## src/rtl/pc_sequencer.sv

```systemverilog
// ==== pc_sequencer : fetch-side PC owner, single outstanding fetch, redirect/trap/drain ====
// ==== rev 1.0                                                                           ====
`default_nettype none

module pc_sequencer #(
  parameter int unsigned                 ADDRESS_SIZE = 32,
  parameter logic [ADDRESS_SIZE-1:0]     RESET_VECTOR = '0,
  parameter logic [ADDRESS_SIZE-1:0]     TRAP_VECTOR  = 'h100
) (
  input  logic                    clk,
  input  logic                    rst_n,
  output logic                    fetch_req_o,
  output logic [ADDRESS_SIZE-1:0] fetch_addr_o,
  input  logic                    fetch_ready_i,
  input  logic                    fetch_rsp_valid_i,
  input  logic [31:0]             fetch_rsp_data_i,
  output logic                    instr_valid_o,
  output logic [31:0]             instr_o,
  output logic [ADDRESS_SIZE-1:0] instr_pc_o,
  input  logic                    instr_ready_i,
  input  logic                    redirect_valid_i,
  input  logic [ADDRESS_SIZE-1:0] redirect_target_i,
  input  logic                    trap_i,
  input  logic [ADDRESS_SIZE-1:0] trap_pc_i,
  input  logic                    mret_i,
  output logic [ADDRESS_SIZE-1:0] epc_o,
  output logic                    misaligned_o
);

  localparam logic [1:0] S_IDLE  = 2'd0;
  localparam logic [1:0] S_REQ   = 2'd1;
  localparam logic [1:0] S_WAIT  = 2'd2;
  localparam logic [1:0] S_DRAIN = 2'd3;

  localparam logic [ADDRESS_SIZE-1:0] PC_STEP = {{(ADDRESS_SIZE-3){1'b0}}, 3'd4};

  logic [1:0]              state_q, state_d;
  logic [ADDRESS_SIZE-1:0] pc_q, pc_d;
  logic [ADDRESS_SIZE-1:0] epc_q, epc_d;
  logic [ADDRESS_SIZE-1:0] instr_pc_q, instr_pc_d;
  logic [31:0]             instr_q, instr_d;
  logic                    instr_valid_q, instr_valid_d;
  logic                    misaligned_q, misaligned_d;

  logic                    buf_free;
  logic                    fetch_accept;
  logic                    redirect;
  logic                    tgt_misaligned;
  logic                    capture;
  logic [ADDRESS_SIZE-1:0] redirect_pc;

  assign buf_free       = !instr_valid_q || instr_ready_i;
  assign fetch_req_o    = (state_q == S_REQ) && buf_free;
  assign fetch_accept   = fetch_req_o && fetch_ready_i;
  assign redirect       = trap_i || mret_i || redirect_valid_i;
  assign tgt_misaligned = redirect_target_i[1:0] != 2'b00;
  // A response arriving together with a redirect belongs to the old path.
  assign capture        = (state_q == S_WAIT) && fetch_rsp_valid_i && !redirect;

  always_comb begin
    redirect_pc = redirect_target_i;
    if (trap_i)              redirect_pc = TRAP_VECTOR;
    else if (mret_i)         redirect_pc = epc_q;
    else if (tgt_misaligned) redirect_pc = TRAP_VECTOR;
  end

  always_comb begin
    state_d       = state_q;
    pc_d          = pc_q;
    epc_d         = epc_q;
    instr_d       = instr_q;
    instr_pc_d    = instr_pc_q;
    instr_valid_d = instr_valid_q;
    misaligned_d  = redirect_valid_i && !trap_i && !mret_i && tgt_misaligned;

    case (state_q)
      S_IDLE:  state_d = S_REQ;
      S_REQ:   if (fetch_accept) state_d = redirect ? S_DRAIN : S_WAIT;
      S_WAIT: begin
        if (fetch_rsp_valid_i) state_d = S_REQ;
        else if (redirect)     state_d = S_DRAIN;
      end
      S_DRAIN: if (fetch_rsp_valid_i) state_d = S_REQ;
      default: state_d = S_IDLE;
    endcase

    if (redirect) begin
      pc_d          = redirect_pc;
      instr_valid_d = 1'b0;
      if (trap_i)                        epc_d = trap_pc_i;
      else if (!mret_i && tgt_misaligned) epc_d = redirect_target_i;
    end else if (capture) begin
      instr_d       = fetch_rsp_data_i;
      instr_pc_d    = pc_q;
      instr_valid_d = 1'b1;
      pc_d          = pc_q + PC_STEP;
    end else if (instr_ready_i) begin
      instr_valid_d = 1'b0;
    end
  end

  always_ff @(posedge clk or negedge rst_n) begin
    if (!rst_n) begin
      state_q       <= S_IDLE;
      pc_q          <= RESET_VECTOR;
      epc_q         <= '0;
      instr_q       <= '0;
      instr_pc_q    <= '0;
      instr_valid_q <= 1'b0;
      misaligned_q  <= 1'b0;
    end else begin
      state_q       <= state_d;
      pc_q          <= pc_d;
      epc_q         <= epc_d;
      instr_q       <= instr_d;
      instr_pc_q    <= instr_pc_d;
      instr_valid_q <= instr_valid_d;
      misaligned_q  <= misaligned_d;
    end
  end

  assign fetch_addr_o  = pc_q;
  assign instr_valid_o = instr_valid_q;
  assign instr_o       = instr_q;
  assign instr_pc_o    = instr_pc_q;
  assign epc_o         = epc_q;
  assign misaligned_o  = misaligned_q;

endmodule

`default_nettype wire

```

## config.mk

```make
export PLATFORM = sky130hd
export DESIGN_NAME = pc_sequencer
export DESIGN_NICKNAME = d
export VERILOG_FILES = /design/src/rtl/pc_sequencer.sv
export SDC_FILE = /design/constraint.sdc
export NUM_CORES = 1
export LEC_CHECK = 0
export CAP_MARGIN = 0
export CORE_MARGIN = 3
export CORE_UTILIZATION = 41
export CTS_BUF_LIST = sky130_fd_sc_hd__clkbuf_4
export DETAILED_ROUTE_END_ITERATION = 7
export GPL_TIMING_DRIVEN = 0
export PLACE_DENSITY_LB_ADDON = 0.05
export SETUP_SLACK_MARGIN = 0.2
export SLEW_MARGIN = 20
export SYNTH_ARGS = -nofsm -noshare
export SYNTH_HDL_FRONTEND = slang
export SYNTH_SLANG_ARGS = --single-unit
```

## constraint.sdc

```tcl
create_clock -name clk -period 1.82 [get_ports clk]
set_clock_uncertainty 0.2 [all_clocks]
set_input_delay 0.364 -clock clk [delete_from_list [all_inputs] [get_ports clk]]
set_output_delay 0.364 -clock clk [all_outputs]
set_load 0.02 [all_outputs]
```

==> flow_summary_export.csv <==
group,metric,value,unit
synthesis,ys_types,44,
sta,final.min_clock_period,2150,ps
synthesis,synth_area_per_cell,12.7,um2
cts,cts-root-buf,"clkbuf_4",
worst_setup_path,critPathSlowestCell,"dfrtp_1",
sta,timing.final.crit_share,118,%
cells_and_area,layout.nets,981,
sta,tightest_slew,527,ps
pwr,p_leak,5.00,nW
synthesis,seq_area_frac_synth,52.9,%
sta,slew-limit-headroom,64.9,%
cts,insertion_delay,550,ps
sta,max_freq,465,MHz
synthesis,syn-num-nets,600,
outcome,violations,"design-rule violations, negative setup slack",
place,finalWeightedCongestion,0.838,
worst_setup_path,critPathTopFamily,"simple AND/OR/NAND/NOR gates",
drt,post-route-drc-count,7,
synthesis,ys.warnings.count,0,
grt,grt_overflow,0,
cells_and_area,fin_cells,1071,
cells_and_area,final_util,71.5,%
worst_hold_path,hp-class,"in -> reg",
pwr,vdd_ir_drop_max,0.513,mV
cells_and_area,multi_input_area,2730,um2
sta,drv_slew,0,
worst_setup_path,critical_path.most_common_cell,"nand4_1",
cells_and_area,areaGrowthSynthToFinish,68.3,%
grt,grt_pass1_wl,31300,um
sta,final_hold_viol_count,0,
floorplan,die_area,16700,um2
floorplan,row_count,44,
cts,htreeDepth,4,
drt,wirelength,20800,um
cts,clk_pin_slew,120,ps
drt,dr.pass1.iters,8,
floorplan,die_h,129,um
drt,dr_total_vias,5794,
worst_setup_path,start_kind,"flop",
grt,grt_pass1_vias,5814,
grt,antenna_found_initial,1,
cts,clockBufferDepth,2,
floorplan,initial_core_util,42.5,%
floorplan,ios,235,
cts,cts_made_buffers,17,
worst_setup_path,cp.buffers_inverters,2,
sta,whs,47.2,ps
sta,rsz0062_at_grt,"yes",
cells_and_area,ff_latch_area,3330,um2
floorplan,coreArea,14700,um2
pwr,pwr_density_cell,952,nW/um2
place,post-place-ws,-817,ps
worst_setup_path,worstPathCellList,"inv_2, ha_4, nand4_1, buf_6, nor4_4, nand4_1, xor2_2, o22ai_2",
grt,grt_usage,24.2,%
synthesis,ys.flop_type,"dfrtp_1",
worst_setup_path,slowest_delay,420,ps
drt,via_per_inst,5.41,
cells_and_area,fin_area,10500,um2
cts,cts_sinks,132,
synthesis,synth-edff-count,0,
job,cap_violations,0,
place,dp.cells,909,
cells_and_area,drive_gt1_share,49.7,%
place,hpwl,14000,um
synthesis,syn_inst,492,
drt,drt_iter0_markers,479,
worst_setup_path,path_max_fanout,5,
cts,cts_tree,"done",
synthesis,synthArstFlopShare,100,%
worst_setup_path,critPathCaptureType,"flop",
cells_and_area,fillers,1069,
outcome,status,"finished with violations",
drt,antenna_left,0,
synthesis,synth_seq_cells,132,
place,place_area,8910,um2
worst_setup_path,worstSetupPathType,"reg -> reg",
synthesis,synth_area,6240,um2
worst_setup_path,arrival,2380,ps
drt,wire_per_inst,19.4,um
sta,setup_violations,87,
floorplan,fp.dieW,129,um
grt,grt_max_degree,76,
sta,final.setup.worst_slack,-331,ps
place,io_buffers,232,
worst_setup_path,critical_path_required,2050,ps
[state kept, by name, summed over array words and instances (netlist names)]
name / count
epc_o: 32
fetch_addr_o: 32
instr_o: 32
instr_pc_o: 32
instr_valid_o: 1
misaligned_o: 1
state_q: 2
[placed cells by master, fill, tap and decap left out, types with 3 or more instances in the layout]
master and count:
buf_2 7, nand4_1 14, clkbuf_1 6, buf_6 141, buf_4 119, nand2_1 12
dfrtp_2 23, nand3_1 10, clkbuf_4 22, clkinv_1 4, xor2_1 20, xnor2_2 3
nor3_4 3, clkdlybuf4s50_1 97, xnor2_1 4, and3_1 3, nand3_2 3, o21ai_0 3
buf_12 8, nor2_4 3, a21oi_1 33, nor2_1 7, mux2_2 17, a222oi_1 32
clkinvlp_4 3, mux2_4 49, clkbuf_2 6, clkinv_2 5, a221oi_1 24, dfrtp_1 109
inv_1 39, ha_4 3
[synthesized netlist by cell type (4+ instances only)]
cell        n  share of area, %
a21oi_1    35               2.8
a221oi_1   24               3.4
a222oi_1   32               5.1
and3_1      5              0.50
buf_12      6               1.9
buf_2       9              0.72
clkbuf_1   13              0.78
dfrtp_1   132                53
ha_1        4              0.80
inv_1      41               2.5
mux2_2     17               3.1
mux2_4     49                12
nand2_1    13              0.78
nand3_1    14               1.1
nand4_1    14               1.4
nor2_1     11              0.66
nor3_1      4              0.32
o21ai_0     4              0.32
xnor2_1     7              0.98
xor2_1     21               2.9
[per-layer routing]
layer	track usage, %	vias up	routed length, um
met2	38.5	345	9800
li1	-	2603	-
met5	0	-	0
met4	7.04	0	318
met3	7.13	34	2130
met1	32.2	2812	8510
[stage by stage]
stage               power [mW]  TNS [ps]
detailed placement        7.35    -88980
global placement          7.27   -750470
floorplan                 5.61     -8940
global route              10.5    -20940
finish                    10.0    -15920
CTS                       9.82    -11950
[layout make-up]
cell class / count / area share [%]
well taps: 184 / 2.19
diodes: 1 / 0.0238
clock buffers: 19 / 1.36
inverters: 41 / 1.49
clock inverters: 13 / 0.881
multi-input cells: 286 / 26.0
plain buffers: 33 / 2.70
repair buffers: 362 / 33.6
flip-flops and latches: 132 / 31.7
[logic make-up after synthesis]
group | count (synthesis) | share of synthesized area [%]
AND/OR/NAND/NOR | 81 | 7.76
flip-flops | 132 | 52.9
adder cells (fa/ha/maj) | 4 | 0.802
multiplexers | 68 | 15.2
AO/OA/AOI/OAI | 105 | 12.9
XOR/XNOR | 28 | 3.93
buffers and inverters | 74 | 6.50
[where the power goes]
group	internal (mW)	switching (mW)
clock network	0.674	1.07
logic	2.52	1.77
registers	3.50	0.466
[path summary, 6_finish.rpt]
kind                                start  cells after the start          endpoint  slack, ps
setup / recovery               state_q[0]                      8  fetch_addr_o[29]       -330
hold / removal                     trap_i                      3      misaligned_o         50
setup reg to reg               state_q[0]                      8  fetch_addr_o[29]       -330
hold reg to reg            instr_pc_o[30]                      1    instr_pc_o[30]        340
max in group asynchronous           rst_n                      3  fetch_addr_o[16]        550
min in group asynchronous           rst_n                      2        instr_o[2]        120
[tightest hold or removal path: cells and delay by family]
family	cells	cell delay (ps)
buffers and inverters	2	290
and+or+nand+nor	1	80
[repair_timing]
action	CTS	global route
setup buffers	96	31
hold buffers	1	1
resized for setup	806	54
hold endpoints to repair	132	1
setup endpoints to repair	260	257
pin swaps	11	26
Note: power is estimated with default switching activity, not from simulation.
